==> src/rtl/instr_boot_loader.sv <==
// Byte-stream program loader: assembles 19-bit instruction words, writes them to
// instruction memory and releases the core only after a verified checksum.
module instr_boot_loader #(
    parameter int          DEPTH     = 1024,
    parameter logic [18:0] BASE_ADDR = 19'd0,
    parameter int          ADDR_STEP = 4
) (
    input  logic        clk,
    input  logic        rst,
    input  logic [7:0]  rx_data,
    input  logic        rx_valid,
    output logic        rx_ready,
    output logic        imem_we,
    output logic [18:0] imem_addr,
    output logic [18:0] imem_wd,
    output logic        core_rst_n,
    output logic        boot_done,
    output logic        boot_err
);

    typedef enum logic [3:0] {
        S_IDLE,
        S_CNT_HI,
        S_CNT_LO,
        S_W0,
        S_W1,
        S_W2,
        S_WRITE,
        S_CSUM,
        S_DONE,
        S_ERR
    } state_t;

    state_t      state;
    state_t      next_state;
    logic [7:0]  cnt_hi;
    logic [15:0] word_total;
    logic [15:0] word_cnt;
    logic [2:0]  byte0_lo;
    logic [7:0]  byte1;
    logic [7:0]  sum;
    logic        xfer;

    assign xfer = rx_valid && rx_ready;

    // Next-state decode; rx_ready and imem_we are pure functions of the state.
    always_comb begin
        next_state = state;
        rx_ready   = 1'b0;
        imem_we    = 1'b0;
        case (state)
            S_IDLE: next_state = S_CNT_HI;
            S_CNT_HI: begin
                rx_ready = 1'b1;
                if (rx_valid) next_state = S_CNT_LO;
            end
            S_CNT_LO: begin
                rx_ready = 1'b1;
                if (rx_valid) begin
                    if ({1'b0, cnt_hi, rx_data} > 17'(DEPTH))
                        next_state = S_ERR;
                    else if ({cnt_hi, rx_data} == 16'd0)
                        next_state = S_CSUM;
                    else
                        next_state = S_W0;
                end
            end
            S_W0: begin
                rx_ready = 1'b1;
                if (rx_valid) next_state = (rx_data[7:3] != 5'd0) ? S_ERR : S_W1;
            end
            S_W1: begin
                rx_ready = 1'b1;
                if (rx_valid) next_state = S_W2;
            end
            S_W2: begin
                rx_ready = 1'b1;
                if (rx_valid) next_state = S_WRITE;
            end
            S_WRITE: begin
                imem_we    = 1'b1;
                next_state = (word_cnt + 16'd1 == word_total) ? S_CSUM : S_W0;
            end
            S_CSUM: begin
                rx_ready = 1'b1;
                if (rx_valid) next_state = (rx_data == sum) ? S_DONE : S_ERR;
            end
            S_DONE:  next_state = S_DONE;
            S_ERR:   next_state = S_ERR;
            default: next_state = S_IDLE;
        endcase
    end

    // State register plus the datapath registers loaded on each accepted byte.
    always_ff @(posedge clk or negedge rst) begin
        if (!rst) begin
            state      <= S_IDLE;
            cnt_hi     <= 8'd0;
            word_total <= 16'd0;
            word_cnt   <= 16'd0;
            byte0_lo   <= 3'd0;
            byte1      <= 8'd0;
            sum        <= 8'd0;
            imem_addr  <= BASE_ADDR;
            imem_wd    <= 19'd0;
            core_rst_n <= 1'b0;
            boot_done  <= 1'b0;
            boot_err   <= 1'b0;
        end else begin
            state <= next_state;
            // The checksum byte itself is excluded from the running sum.
            if (xfer && state != S_CSUM) sum <= sum + rx_data;
            case (state)
                S_CNT_HI: if (xfer) cnt_hi <= rx_data;
                S_CNT_LO: begin
                    if (xfer) word_total <= {cnt_hi, rx_data};
                    word_cnt <= 16'd0;
                end
                S_W0: if (xfer) byte0_lo <= rx_data[2:0];
                S_W1: if (xfer) byte1 <= rx_data;
                S_W2: if (xfer) imem_wd <= {byte0_lo, byte1, rx_data};
                S_WRITE: begin
                    imem_addr <= imem_addr + 19'(ADDR_STEP);
                    word_cnt  <= word_cnt + 16'd1;
                end
                S_DONE: begin
                    core_rst_n <= 1'b1;
                    boot_done  <= 1'b1;
                end
                S_ERR: boot_err <= 1'b1;
                default: ;
            endcase
        end
    end

endmodule

==> config.mk <==
export PLATFORM = sky130hd
export DESIGN_NAME = instr_boot_loader
export DESIGN_NICKNAME = d
export VERILOG_FILES = /design/src/rtl/instr_boot_loader.sv
export SDC_FILE = /design/constraint.sdc
export NUM_CORES = 1
export LEC_CHECK = 0
export CAP_MARGIN = 20
export CELL_PAD_IN_SITES_DETAIL_PLACEMENT = 1
export CELL_PAD_IN_SITES_GLOBAL_PLACEMENT = 2
export CORE_MARGIN = 2
export CORE_UTILIZATION = 26
export DETAILED_ROUTE_END_ITERATION = 10
export HOLD_SLACK_MARGIN = 0.1
export PLACE_DENSITY_LB_ADDON = 0.15
export SYNTH_ARGS = -nofsm -noshare
export SYNTH_HDL_FRONTEND = slang
export SYNTH_SLANG_ARGS = --single-unit
==> constraint.sdc <==
create_clock -name clk -period 2 [get_ports clk]
set_clock_uncertainty 0.15 [all_clocks]
set_input_delay 0.4 -clock clk [delete_from_list [all_inputs] [get_ports clk]]
set_output_delay 0.4 -clock clk [all_outputs]
set_load 0.02 [all_outputs]
### Word level (Yosys, flattened, before mapping)

Index checks and enable logic that the tools add are counted.

| word-level totals | value |
|---|---|
| register bits | 103 |

| operators by class | value |
|---|---|
| reduce and logical (&&, ||, !) cells | 13 |
| $add $sub $neg | 3 |
| mux-type cells | 15 |
| equality and inequality tests | 18 |
| $lt $le $gt $ge | 1 |

Operators with widths:

| operator | number |
|---|---|
| one-hot mux 4 bit (10 select lines) | 1 |
| 2-to-1 mux 4 bit | 8 |
| one-hot mux 16 bit (2 select lines) | 1 |
| adder 19 x 3 -> 19 bit (second input constant) | 1 |
| adder 16 x 1 -> 16 bit (second input constant) | 1 |
| == test 16 bit | 1 |
| == test 4 x 3 -> 1 bit (second input constant) | 4 |
| greater-than comparator 16 x 11 -> 1 bit (second input constant) | 1 |
| logical NOT 16 bit | 1 |
| != test 2 bit (second input constant) | 6 |
| AND reduction 2 bit | 5 |
| adder 8 bit | 1 |
| == test 4 x 2 -> 1 bit (second input constant) | 2 |
| == test 4 bit (second input constant) | 2 |
| == test 8 bit | 1 |
| 2-to-1 mux 3 bit | 2 |
| AND reduction 6 bit | 1 |
| OR reduction 6 bit | 1 |
| nonzero test 5 bit | 1 |
| == test 4 x 1 -> 1 bit (second input constant) | 1 |
| logical NOT 4 bit | 1 |
| != test 4 x 3 -> 1 bit (second input constant) | 1 |
| 2-to-1 mux 1 bit | 3 |
| logical AND 1 bit | 2 |
| nonzero test 2 bit | 1 |

### Longest topological paths before layout

| depth | value |
|---|---|
| depth after elaboration | 5 |
| mapped depth | 9 |
| gate-level depth less buffers | 9 |

### Worst setup path after synthesis

No wires, ideal clock.

| path | value |
|---|---|
| kind | register -> register |
| start point | reg word_cnt[0] |
| end point | reg state[2] |
| stages on the path, launching flop included | 8 |
| arrival | 1.833 ns |
| library setup time | 0.103 ns |
| required time | 1.747 ns |
| setup slack | -0.086 ns |
| clock period less this slack | 2.086 ns |
| cell sequence | dfrtp_1 ha_1 and3_2 and4_4 nand3_4 a31oi_1 o2111ai_1 o41ai_2 |

| between the ends | value |
|---|---|
| longest elaborated chain between the ends | 4 |

RTL lines:

| item | RTL line | source |
|---|---|---|
| start: declaration | 38 | `logic [15:0] word_cnt;` |
| start signal: assignment | 124 | `word_cnt <= word_cnt + 16'd1;` |
| adder 16 x 1 -> 16 bit | 82 | `next_state = (word_cnt + 16'd1 == word_total) ? S_CSUM : S_W0;` |
| == test 16 bit | 82 |  |
| 2-to-1 mux 3 bit | 82 |  |
| one-hot mux 4 bit (10 select lines) | 51 | `case (state)` |
| end signal: assignment | 110 | `state <= next_state;` |
| end: declaration | 34 | `state_t state;` |

No other way between the ends.
A chain may end at the register's enable or synchronous reset.

### Worst setup path after layout

| path | value |
|---|---|
| start point | reg state[1] |
| end point | reg state[2] |

| between the ends | value |
|---|---|
| longest elaborated chain between the ends | 3 |
| elaborated cells between the ends (all ways) | 18 |
| those cells by class | eq/ne (15); mux (1); reduce/logical (2) |

RTL lines:

| item | RTL line |
|---|---|
| == test 4 x 3 -> 1 bit (tied with other cells) | 51 |
| != test 2 bit (no line) | n/a |
| AND reduction 6 bit (no line) | n/a |

Parallel ways exist; a longest one is shown, timed or not.

==> impl_metrics.json <==
{
  "port_buffers": 51,
  "syn_avg_cell_area_um2": 11.1,
  "wire_per_inst_um": 16.4,
  "drc_errors": 0,
  "crit_slowest_cell": "or4b_4",
  "cap_violations": 0,
  "drv_slew": 0,
  "critPathLaunchType": "flop",
  "fin_crit_sh_pct": 100,
  "reg2reg_depth": 6,
  "timing.final.ws_setup_ps": -0.298,
  "status": "complete, but fails checks",
  "globalRouteTotalUtil_pct": 14.9,
  "clkTransAtPathRegs_ps": 70,
  "cp-end-kind": "flop",
  "cts_tree": "done",
  "coreArea_um2": 19300,
  "syn2layout_area_growth_pct": 38.7,
  "hpwl_um": 10500,
  "critPathMaxStageDelay_ps": 530,
  "drtIter0Drc": 175,
  "worstPathRequired_ps": 2100,
  "viasPerCell": 4.60,
  "cts_buffers": 9,
  "grt_pass1_vias": 4438,
  "dr_total_vias": 3982,
  "tns_ps": -0.298,
  "rsz0062_at_grt": "true",
  "cts_root_buf": "clkbuf_16",
  "cts_max_path_buffers": 2,
  "yosys_register_bits": 101,
  "grt_overflow": 0,
  "powerDensity_nw_per_um2": 1040,
  "clk_latency_ps": 350,
  "io_pins": 54,
  "cts_sinks": 101,
  "violations": "setup timing",
  "ant_nets": 0,
  "nets": 617,
  "hp-class": "in2async",
  "crit_chain": "or3b_4, or4b_4, o22ai_2, o21a_1, a31oi_1, o41ai_2",
  "layout-drive-gt1-share_pct": 35.1,
  "place_area_um2": 6520,
  "synth_warnings": 0,
  "gp_congestion": 0.839,
  "critical_path_class": "reg2reg",
  "antenna_found_initial": 0,
  "die_x_um": 144,
  "die_area_um2": 20700,
  "p_leak_nw": 3.23,
  "ir_worst_vdd_v": 0.000507,
  "antennaDiodeCount": 0,
  "grt_max_degree": 40,
  "period_minus_slack_ps": 2000,
  "yosysUniqueCellTypes": 52,
  "initial_core_util_pct": 26.3,
  "synth_edf_count": 0,
  "ys.flop_type": "dfrtp_1",
  "finalHoldViolCount": 0,
  "dr.pass1.iters": 4,
  "synth_area_um2": 5080,
  "rows": 51,
  "die_y_um": 144,
  "fill_cells": 2119,
  "grt_pass1_wl_um": 23800,
  "fin_area_um2": 7050,
  "timing.fmax_mhz": 500,
  "cp_max_fo": 5,
  "async_flop_share_pct": 100,
  "wl_um": 14200,
  "arrival_ps": 2100,
  "setup_viol": 1,
  "synth-seq-area-share_pct": 49.8,
  "synthCells": 457,
  "htreeDepth": 3
}
[cell type report]
cell class                 count  area, µm²  area share [%]
clock buffer                  10        239            3.39
sequential                   101       2530            35.9
clock inverter                 6       62.6           0.888
tap                          265        332            4.71
inverter                       9       33.8           0.479
timing repair buffer         149       1310            18.6
multi-input combinational    326       2530            36.0
[layer usage]
metal	GRT usage (%)	up-vias	wire [µm]
met5	0	-	0
met1	19.4	2026	6520
met4	3.20	0	172
met2	25.3	49	7040
met3	3.70	10	475
li1	-	1897	-
[power by group]
part	switching [mW]	total, mW	internal, mW
sequential	0.355	2.86	2.50
clock	0.875	1.79	0.916
combinational	1.28	2.68	1.41
total	2.51	7.33	4.82
[cells in the mapped netlist, drive strengths merged, types with 2 or more instances]
master / n / share of area, %
dfrtp: 101 / 50
mux2: 54 / 12
nand2: 39 / 2.9
nor2: 28 / 2.1
xnor2: 28 / 4.8
o21ai: 26 / 2.6
xor2: 19 / 3.3
a21oi: 16 / 1.6
nand3: 15 / 1.7
nor3: 13 / 1.3
buf: 11 / 1.6
clkbuf: 11 / 1.2
and3: 9 / 1.2
ha: 9 / 2.2
inv: 9 / 0.67
nand4: 7 / 0.86
a31oi: 6 / 0.74
nor4: 6 / 1.0
and4: 5 / 0.96
mux2i: 5 / 0.99
o21a: 5 / 0.74
a22o: 4 / 0.69
nor3b: 3 / 0.44
o2111ai: 3 / 0.52
a21o: 2 / 0.30
nand2b: 2 / 0.25
nor2b: 2 / 0.25
o211ai: 2 / 0.30
o21bai: 2 / 0.30
o31ai: 2 / 0.30
[flip-flops by register name, summed over array words and instances, names as in the netlist]
signal and count:
cnt_hi 8, boot_done 1, boot_err 1, byte1 8
state 4, sum 8, imem_addr 17, byte0_lo 3
word_total 16, word_cnt 16, imem_wd 19
[logic make-up (layout without fill, tap and decap cells)]
kind of cell	count (synthesis)	after routing	share of synthesized area, %
other	1	2	0.0738
DFF	101	101	49.8
AOI/OAI and AO/OA	73	73	9.02
xor gates and xnor gates	47	47	8.11
adders and majority gates	10	10	2.61
buffers and inverters	31	174	3.47
muxes	59	59	13.0
and+or+nand+nor	135	135	14.0
[stage by stage]
stage	total power [mW]	hold slack [ps]	worst slack, ps	instances	utilization, %
2_1_floorplan	4.31	-45.6	21.6	458	-
3_3_place_gp	5.31	134	-617	840	33.7
3_5_place_dp	5.40	130	-710	840	33.7
4_1_cts	7.35	298	-33.7	863	35.9
5_1_grt	7.87	310	-116	866	36.4
6_report	7.33	302	-0.298	866	36.4
[worst paths after layout]
| check | from | to | slack (ps) |
|---|---|---|---|
| setup / recovery | state[1] | state[2] | -0.3 |
| min in group clk | boot_err | boot_err | 330 |
| hold reg to reg | boot_err | boot_err | 330 |
| hold / removal | rst | word_cnt[14] | 300 |
| max in group asynchronous | rst | word_cnt[2] | 850 |
| setup reg to reg | state[1] | state[2] | -0.3 |
[worst max-delay path, delay by kind of cell, from the launching register on]
family          cells  cell delay (ps)
compound gates      4              400
simple gates        2              940
flops               1              410
[timing repair]
action                                  4_1_cts  5_1_grt
hold buffers                                  1        0
pin swaps                                    10        8
resized for setup                            35       19
endpoints found under the setup margin       16       18
hold endpoints to repair                    101        0
buffers inserted                              7        3
cloned                                        0        0
[cell usage in the layout (no fill, tap or decap), drive strengths merged, types with 15 or more instances in the layout]
cell / count
nand3: 15
o21ai: 26
clkdlybuf4s50: 37
a21oi: 16
buf: 100
xor2: 19
xnor2: 28
mux2: 54
nand2: 39
dfrtp: 101
nor2: 28
Note: power is estimated with default switching activity, not from simulation.
==> RTL change: new RTL, config.mk and constraints unchanged <==
Set the parameter `DEPTH` to 768 (it was 1024).
--- a/src/rtl/instr_boot_loader.sv
+++ b/src/rtl/instr_boot_loader.sv
@@ -1,7 +1,7 @@
 // Byte-stream program loader: assembles 19-bit instruction words, writes them to
 // instruction memory and releases the core only after a verified checksum.
 module instr_boot_loader #(
-    parameter int          DEPTH     = 1024,
+    parameter int          DEPTH     = 768,
     parameter logic [18:0] BASE_ADDR = 19'd0,
     parameter int          ADDR_STEP = 4
 ) (
Formal check against the unedited RTL: not equivalent (a bounded check fails within 4 cycles, from zero or initial values and one cycle with rst low).
==> RTL change against the original RTL <==
- the run still ends with negative setup slack left
- cell count increased by 3.6%
- synthesized area increased by 1.2%
- power increased by 4.0%
- sequential share of layout area decreased by 1.9 points
- via count increased by 5.4%
- worst setup slack got worse by 0.31 ns
- wire length increased by 6.7%
- sequential power increased by 4%
- global-route usage increased by 0.42 points
- cell area increased by 5.3%
- sequential cell count unchanged
- critical endpoint unchanged
==> RTL change: results (changes against the original RTL) <==
.. list-table::
   :header-rows: 1

   * - Metric
     - Value
   * - Result of the run
     - finished with violations
   * - Violations in the final reports
     - negative setup slack
   * - Adder and majority gate portion of the synthesized area
     - 2.58% (-0.032 points)
   * - Post-CTS setup repair buffer count
     - 6 (-1)
   * - Maximum vdd drop
     - 0.414 mV (-18%)
   * - Fin worst setup slack
     - -0.308 ns (-0.308 ns)
   * - RePlAce Congestion
     - 0.820 (-2.3%)
   * - Sequential fraction of total cell area
     - 34.1% (-1.9 points)
   * - Post-synthesis sequential area ratio
     - 49.2% (-0.61 points)
   * - Logic power comb
     - 2920 uW (+9.0%)
   * - Final count of negative-setup-slack endpoints
     - 8 (+7)
   * - Crit path max-delay family
     - compound AO/OA/AOI/OAI gates
   * - Number of ordinary and repair buffers in the finished layout
     - 163 (+9.4%)
   * - Final routed wirelength across all metal layers
     - 15,200 um (+6.7%)
   * - Non-clock buffer share of cell area
     - 19.7% (+1.0 points)
   * - Worst reg2reg startpoint
     - word_cnt[0]$_DFFE_PN0P_
   * - Largest net degree at the start of global routing
     - 38 (-5.0%)
   * - Drt wl/cell
     - 16.9 um (+3.0%)
   * - Switching share of total power
     - 34.6% (+0.44 points)
   * - Crit path largest cell delay
     - 0.45 ns (-0.08 ns)
   * - Setup total negative slack
     - -0.664 ns (-0.664 ns)
   * - Placement-stage cell area
     - 0.00666 mm^2 (+2.1%)
   * - Share of cell area taken by muxes after synthesis
     - 11.8% (-1.1 points)
   * - Share of cells above drive strength 1
     - 37.3% (+2.2 points)
   * - M3 GR Usage
     - 2.72% (-0.98 points)
   * - Cell Area, Synth
     - 0.00514 mm^2 (+1.2%)
   * - Overall Global Routing Usage
     - 15.4% (+0.42 points)
   * - DP Worst Slack
     - -0.603 ns (+0.106 ns)
   * - Detailed Place HPWL
     - 11,000 um (+5.1%)
RTL change: cell count changes after synthesis, moves of 4 or more:
| cell | before | now |
|---|---|---|
| sky130_fd_sc_hd__o21ai_0 | 26 | 20 |
| sky130_fd_sc_hd__o31ai_1 | 2 | 8 |
| sky130_fd_sc_hd__a21o_1 | 2 | 6 |
| sky130_fd_sc_hd__xnor2_1 | 28 | 24 |
| sky130_fd_sc_hd__mux2_2 | 54 | 48 |
| sky130_fd_sc_hd__buf_2 | 2 | 7 |
| sky130_fd_sc_hd__mux2_1 | 0 | 6 |
| sky130_fd_sc_hd__nor3_1 | 13 | 9 |
| sky130_fd_sc_hd__mux2i_1 | 5 | 0 |
| sky130_fd_sc_hd__xor2_1 | 19 | 15 |
| sky130_fd_sc_hd__inv_1 | 9 | 14 |
| sky130_fd_sc_hd__nand2b_1 | 2 | 6 |
| sky130_fd_sc_hd__o22ai_1 | 1 | 7 |
